`src/rtl/interrupt_sequencer_pkg.sv`:
```
// Shared definitions for the interrupt entry sequencer: state and source
// encodings, default vectors and the status bit positions touched on entry.
package interrupt_sequencer_pkg;

    typedef enum logic [2:0] {
        ST_IDLE      = 3'd0,
        ST_PUSH_PCH  = 3'd1,
        ST_PUSH_PCL  = 3'd2,
        ST_PUSH_STAT = 3'd3,
        ST_VEC_LO    = 3'd4,
        ST_VEC_HI    = 3'd5,
        ST_LOAD_PC   = 3'd6
    } state_t;

    typedef enum logic [1:0] {
        SRC_RESET = 2'd0,
        SRC_NMI   = 2'd1,
        SRC_BRK   = 2'd2,
        SRC_IRQ   = 2'd3
    } src_t;

    localparam logic [15:0] DEFAULT_STACK_BASE   = 16'h0100;
    localparam logic [15:0] DEFAULT_NMI_VECTOR   = 16'hFFFA;
    localparam logic [15:0] DEFAULT_RESET_VECTOR = 16'hFFFC;
    localparam logic [15:0] DEFAULT_IRQ_VECTOR   = 16'hFFFE;

    localparam int STAT_I    = 2;
    localparam int STAT_B    = 4;
    localparam int STAT_BIT5 = 5;

    function automatic logic is_push_state(input state_t s);
        return (s == ST_PUSH_PCH) || (s == ST_PUSH_PCL) || (s == ST_PUSH_STAT);
    endfunction

    // Pushed status always has bit 5 set; B distinguishes BRK from hardware entries.
    function automatic logic [7:0] pushed_status(input logic [7:0] status, input logic is_brk);
        logic [7:0] s;
        s            = status;
        s[STAT_BIT5] = 1'b1;
        s[STAT_B]    = is_brk;
        return s;
    endfunction

endpackage

```
`src/rtl/interrupt_sequencer_nmi_edge_detect.sv`:
```
// NMI falling-edge detector with a pending latch; a new edge wins over a
// simultaneous clear so that no NMI is lost.
module interrupt_sequencer_nmi_edge_detect (
    input  logic clk,
    input  logic reset_n,
    input  logic nmi_n,
    input  logic clear,
    output logic pending
);

    logic nmi_n_reg;
    logic pending_reg;

    always_ff @(posedge clk) begin
        if (!reset_n) begin
            nmi_n_reg   <= 1'b1;
            pending_reg <= 1'b0;
        end else begin
            nmi_n_reg <= nmi_n;
            if (nmi_n_reg && !nmi_n) begin
                pending_reg <= 1'b1;
            end else if (clear) begin
                pending_reg <= 1'b0;
            end
        end
    end

    assign pending = pending_reg;

endmodule

```
`src/rtl/interrupt_sequencer.sv`:
```
// Arbitrates reset/NMI/BRK/IRQ and walks the datapath through the 6502
// entry sequence: three pushes, two vector fetches and a PC load.
module interrupt_sequencer
    import interrupt_sequencer_pkg::*;
#(
    parameter logic [15:0] STACK_BASE   = DEFAULT_STACK_BASE,
    parameter logic [15:0] NMI_VECTOR   = DEFAULT_NMI_VECTOR,
    parameter logic [15:0] RESET_VECTOR = DEFAULT_RESET_VECTOR,
    parameter logic [15:0] IRQ_VECTOR   = DEFAULT_IRQ_VECTOR
) (
    input  logic        clk,
    input  logic        reset_n,
    input  logic        irq_n,
    input  logic        nmi_n,
    input  logic        brk_req,
    input  logic        instruction_done,
    input  logic        i_flag,
    input  logic [15:0] pc_in,
    input  logic [7:0]  sp_in,
    input  logic [7:0]  status_in,
    input  logic [7:0]  data_in,
    output logic        busy,
    output logic [15:0] addr_out,
    output logic [7:0]  data_out,
    output logic        mem_we,
    output logic        sp_dec,
    output logic        pc_we,
    output logic [15:0] pc_out,
    output logic        set_i
);

    state_t      state_reg, state_next;
    src_t        src_reg, src_next;
    logic [15:0] vector_reg, vector_next;
    logic        reset_pending_reg;
    logic        busy_reg, mem_we_reg, sp_dec_reg, pc_we_reg, set_i_reg;
    logic [15:0] pc_out_reg;
    logic        nmi_pending;
    logic        nmi_clear;
    logic        irq_req;

    assign irq_req   = !irq_n && !i_flag;
    assign nmi_clear = (state_next == ST_VEC_LO) && (src_reg == SRC_NMI);

    interrupt_sequencer_nmi_edge_detect u_nmi_edge (
        .clk     (clk),
        .reset_n (reset_n),
        .nmi_n   (nmi_n),
        .clear   (nmi_clear),
        .pending (nmi_pending)
    );

    always_comb begin
        state_next  = state_reg;
        src_next    = src_reg;
        vector_next = vector_reg;
        case (state_reg)
            ST_IDLE: begin
                if (reset_pending_reg) begin
                    state_next  = ST_PUSH_PCH;
                    src_next    = SRC_RESET;
                    vector_next = RESET_VECTOR;
                end else if (instruction_done) begin
                    if (nmi_pending) begin
                        state_next  = ST_PUSH_PCH;
                        src_next    = SRC_NMI;
                        vector_next = NMI_VECTOR;
                    end else if (brk_req) begin
                        state_next  = ST_PUSH_PCH;
                        src_next    = SRC_BRK;
                        vector_next = IRQ_VECTOR;
                    end else if (irq_req) begin
                        state_next  = ST_PUSH_PCH;
                        src_next    = SRC_IRQ;
                        vector_next = IRQ_VECTOR;
                    end
                end
            end
            ST_PUSH_PCH:  state_next = ST_PUSH_PCL;
            ST_PUSH_PCL:  state_next = ST_PUSH_STAT;
            ST_PUSH_STAT: state_next = ST_VEC_LO;
            ST_VEC_LO:    state_next = ST_VEC_HI;
            ST_VEC_HI:    state_next = ST_LOAD_PC;
            default:      state_next = ST_IDLE;
        endcase
    end

    // Strobes are decoded from the next state so they line up with state_reg.
    always_ff @(posedge clk) begin
        if (!reset_n) begin
            state_reg         <= ST_IDLE;
            src_reg           <= SRC_RESET;
            vector_reg        <= RESET_VECTOR;
            reset_pending_reg <= 1'b1;
            busy_reg          <= 1'b0;
            mem_we_reg        <= 1'b0;
            sp_dec_reg        <= 1'b0;
            pc_we_reg         <= 1'b0;
            set_i_reg         <= 1'b0;
            pc_out_reg        <= 16'h0000;
        end else begin
            state_reg  <= state_next;
            src_reg    <= src_next;
            vector_reg <= vector_next;
            busy_reg   <= (state_next != ST_IDLE);
            mem_we_reg <= is_push_state(state_next) && (src_next != SRC_RESET);
            sp_dec_reg <= is_push_state(state_next);
            pc_we_reg  <= (state_next == ST_LOAD_PC);
            set_i_reg  <= (state_next == ST_LOAD_PC);
            if (state_reg == ST_VEC_LO) begin
                pc_out_reg[7:0] <= data_in;
            end
            if (state_reg == ST_VEC_HI) begin
                pc_out_reg[15:8] <= data_in;
            end
            if (state_reg == ST_LOAD_PC) begin
                reset_pending_reg <= 1'b0;
            end
        end
    end

    // Address and write data follow the live SP/PC/status so each push sees
    // the SP value the stack register holds in that very cycle.
    always_comb begin
        addr_out = 16'h0000;
        data_out = 8'h00;
        case (state_reg)
            ST_PUSH_PCH: begin
                addr_out = STACK_BASE + {8'h00, sp_in};
                data_out = pc_in[15:8];
            end
            ST_PUSH_PCL: begin
                addr_out = STACK_BASE + {8'h00, sp_in};
                data_out = pc_in[7:0];
            end
            ST_PUSH_STAT: begin
                addr_out = STACK_BASE + {8'h00, sp_in};
                data_out = pushed_status(status_in, src_reg == SRC_BRK);
            end
            ST_VEC_LO: addr_out = vector_reg;
            ST_VEC_HI: addr_out = vector_reg + 16'd1;
            default: begin
                addr_out = 16'h0000;
                data_out = 8'h00;
            end
        endcase
    end

    assign busy   = busy_reg;
    assign mem_we = mem_we_reg;
    assign sp_dec = sp_dec_reg;
    assign pc_we  = pc_we_reg;
    assign set_i  = set_i_reg;
    assign pc_out = pc_out_reg;

endmodule

```
`config.mk`:
```
export PLATFORM = sky130hd
export DESIGN_NAME = interrupt_sequencer
export DESIGN_NICKNAME = d
export VERILOG_FILES = /design/src/rtl/interrupt_sequencer_pkg.sv /design/src/rtl/interrupt_sequencer_nmi_edge_detect.sv /design/src/rtl/interrupt_sequencer.sv
export SDC_FILE = /design/constraint.sdc
export NUM_CORES = 1
export LEC_CHECK = 0
export CAP_MARGIN = 20
export CORE_MARGIN = 2
export CORE_UTILIZATION = 30
export CTS_BUF_LIST = sky130_fd_sc_hd__clkbuf_8
export DETAILED_ROUTE_END_ITERATION = 10
export GPL_TIMING_DRIVEN = 0
export PLACE_DENSITY = 0.7
export SYNTH_ARGS = -nofsm -noshare
export SYNTH_HDL_FRONTEND = slang
export SYNTH_SLANG_ARGS = --single-unit
```
`constraint.sdc`:
```
create_clock -name clk -period 3.6 [get_ports clk]
set_clock_uncertainty 0.2 [all_clocks]
set_input_delay 1.08 -clock clk [delete_from_list [all_inputs] [get_ports clk]]
set_output_delay 1.08 -clock clk [all_outputs]
set_load 0.1 [all_outputs]
```
==> out/qor.yml <==
run_status: "completed"
postSynthCellCount: 184
postPlaceCellArea_sq_mm: 0.00248
fraction_of_the_yosys_area_taken_by_sequential_cells: 0.403
dpl.cell_count: 339
synth.ff_latch_count: 30
rows: 25
clock_latency_ns: 0.28
worst_hold_startpoint: "u_nmi_edge.nmi_n_reg"
synthesis.nets: 231
finish.cell_count_without_fillers: 346
post_drt_wl_per_cell_um: 12.2
number_of_antenna_violations_at_the_first_check_in_global_routing: 0
final_cell_area_sq_mm: 0.00251
area_growth_pct: 68.7
whs_path_depth: 2
rr_startpoint: "state_reg[2]"
timing.final.crit_period_ns: 3.55
grt_usage: 0.149
area_of_the_die_sq_mm: 0.00554
fin_worst_hold_slack_ns: 0.244
design.portCount: 92
maxSlewViolCount: 0
finalWeightedCongestion: 0.768
maxSlewHeadroom: 0.343
final_sum_of_negative_setup_slack_ns: 0
ff2ff_setup_slack_ns: 1.82
number_of_unique_standard_cell_types_used_by_synthesis: 34
clock.fmax_mhz: 282
half_perimeter_wire_length_after_placement_um: 3180
final-setup-viol-count: 0
holdCritPathClass: "reg -> reg"
tritoncts_num_sinks: 30
layout_worst_path_cycle_share: 0.986
crit_path_start_kind: "primary input"
cp_data_arrival_time_ns: 2.27
dr_total_vias: 1602
cts_inserted_buffers: 5
dr.pass1.iters: 4
port_buffers: 88
hold_end: "u_nmi_edge.pending"
root_buffer: "sky130_fd_sc_hd__clkbuf_8"
drt.antenna.violating_nets: 0
drv_cap: 0
mostFrequentLayoutCell: "sky130_fd_sc_hd__clkdlybuf4s50_1"
die-width_um: 74.5
clock_path_buffers: 2
irDropWorstVdd_mv: 0.320
floorplan.die.height_um: 74.5
grt_pass1_wl_um: 6460
criticalPathCategory: "in -> out"
fraction_of_final_layout_cells_sized_beyond_drive_strength_1: 0.233
syn-mean-instance-area_sq_um: 8.09
crit_path_max_fanout: 1
drt_drc_violations_left: 0
initialDrtViolationCount: 40
synthesis.yosys.warnings: 0
insertedDiodeCount: 0
power-per-cell-area_mw_per_mm2: 691
final_hold_viol_count: 0
largest_register_ff_count: 16
cts_setup_buffers: 0
cts.reportedPaths.clkPinSlew_ns: 0.06
floorplan.core_area_sq_mm: 0.00475
static_leakage_uw: 0.000978
most-common-layout-cells: "sky130_fd_sc_hd__clkdlybuf4s50_1, sky130_fd_sc_hd__nand2_1, sky130_fd_sc_hd__dfxtp_1"
final_net_count: 326
pre_cts_slack_ns: -0.741
grt_max_degree: 17
reg2reg_depth: 6
initial_utilization: 0.313
syn-cell-area_sq_mm: 0.00149
detail_route.vias_per_cell: 4.63
finalWirelength_um: 4240
data_required_time_of_the_critical_path_ns: 2.32
setup.worst_path.end_class: "output pin"
cts-htree-levels: 2
via_count_of_the_first_global_routing_pass: 1428
total_overflow_reported_by_the_global_router: 0
cts_tree: "built"
n_fill_cell: 488
postLayoutSetupSlackWorst_ns: 0.0506
r2r_end: "pc_out[11]"
rsz0062_at_grt: "no"
slew_of_the_pin_with_the_lowest_slew_margin_ns: 0.983
## synthesized netlist by cell type (all sizes together)
| cell | n | area (sq um) |
|---|---|---|
| mux2 | 7 | 78.8 |
| nor4b | 2 | 32.5 |
| o21ai | 7 | 38.8 |
| inv | 5 | 18.8 |
| o21bai | 1 | 7.51 |
| nor3 | 2 | 10.0 |
| o2bb2ai | 1 | 8.76 |
| nand2b | 5 | 31.3 |
| a211oi | 2 | 15.0 |
| nand3 | 8 | 40.0 |
| nor2 | 14 | 52.6 |
| clkbuf | 7 | 26.3 |
| and2 | 2 | 12.5 |
| nand4 | 1 | 6.26 |
| o31ai | 1 | 7.51 |
| a221oi | 1 | 15.0 |
| a21oi | 22 | 114 |
| a41oi | 1 | 8.76 |
| a22o | 1 | 8.76 |
| dfxtp | 30 | 601 |
| o21a | 8 | 60.1 |
| nand3b | 2 | 15.0 |
| buf | 13 | 87.6 |
| or4b | 1 | 13.8 |
| nand2 | 32 | 120 |
| nor2b | 1 | 6.26 |
| a22oi | 7 | 52.6 |
## report_power, final
part	switching [uW]	leakage, uW	internal [uW]
combinational	781	0.000676	240
clock	119	0.0000573	221
sequential	16.1	0.000244	357
## logic make-up after synthesis
family / share of synthesized area
simple gates: 0.229
compound gates: 0.226
flops: 0.403
buf+inv: 0.0891
mux: 0.0529
## per-stage QoR
stage	util	power, uW
after global routing	0.528	1800
after global placement	0.523	1450
final	0.528	1730
after CTS	0.542	1760
after floorplan	-	1210
after detailed placement	0.523	1450
## how the worst max path moves through the flow
stage,slack [ns],startpoint,to
6_report,0.05,pc_in[9],data_out[1]
3_5_place_dp,-0.74,pc_in[12],data_out[4]
3_3_place_gp,-0.72,pc_in[12],data_out[4]
4_1_cts,0.03,pc_in[9],data_out[1]
5_1_grt,0.007,state_reg[1],addr_out[8]
2_1_floorplan,0.14,state_reg[1],addr_out[3]
## worst max-delay path: stages
cell and delay (ns):
sky130_fd_sc_hd__clkdlybuf4s50_1 0.40, sky130_fd_sc_hd__mux2_2 0.25, sky130_fd_sc_hd__a22oi_1 0.21, sky130_fd_sc_hd__nor2_2 0.05
sky130_fd_sc_hd__clkbuf_4 0.28
## repair_timing
action | CTS | global route
endpoints found under the setup margin | 24 | 15
hold buffers | 0 | 0
cloned | 0 | 0
pin swaps | 0 | 0
gates resized for setup | 88 | 27
## layer usage
| metal | vias to the layer above | GRT usage | wire [um] |
|---|---|---|---|
| met4 | 0 | 0.0357 | 26 |
| met2 | 53 | 0.248 | 1930 |
| li1 | 817 | - | - |
| met3 | 4 | 0.0447 | 364 |
| met5 | - | 0 | 0 |
| met1 | 728 | 0.190 | 1920 |
## area by class of cell
| type | instances | area, sq um | area share |
|---|---|---|---|
| timing repair buffer | 88 | 793 | 0.316 |
| multi-input combinational | 129 | 787 | 0.313 |
| sequential | 30 | 601 | 0.239 |
| buffer | 20 | 115 | 0.0458 |
| tap | 67 | 83.8 | 0.0334 |
| clock buffer | 6 | 82.6 | 0.0329 |
| clock inverter | 1 | 30.0 | 0.0120 |
| inverter | 5 | 18.8 | 0.00747 |
(Power assumes the default switching activity.)
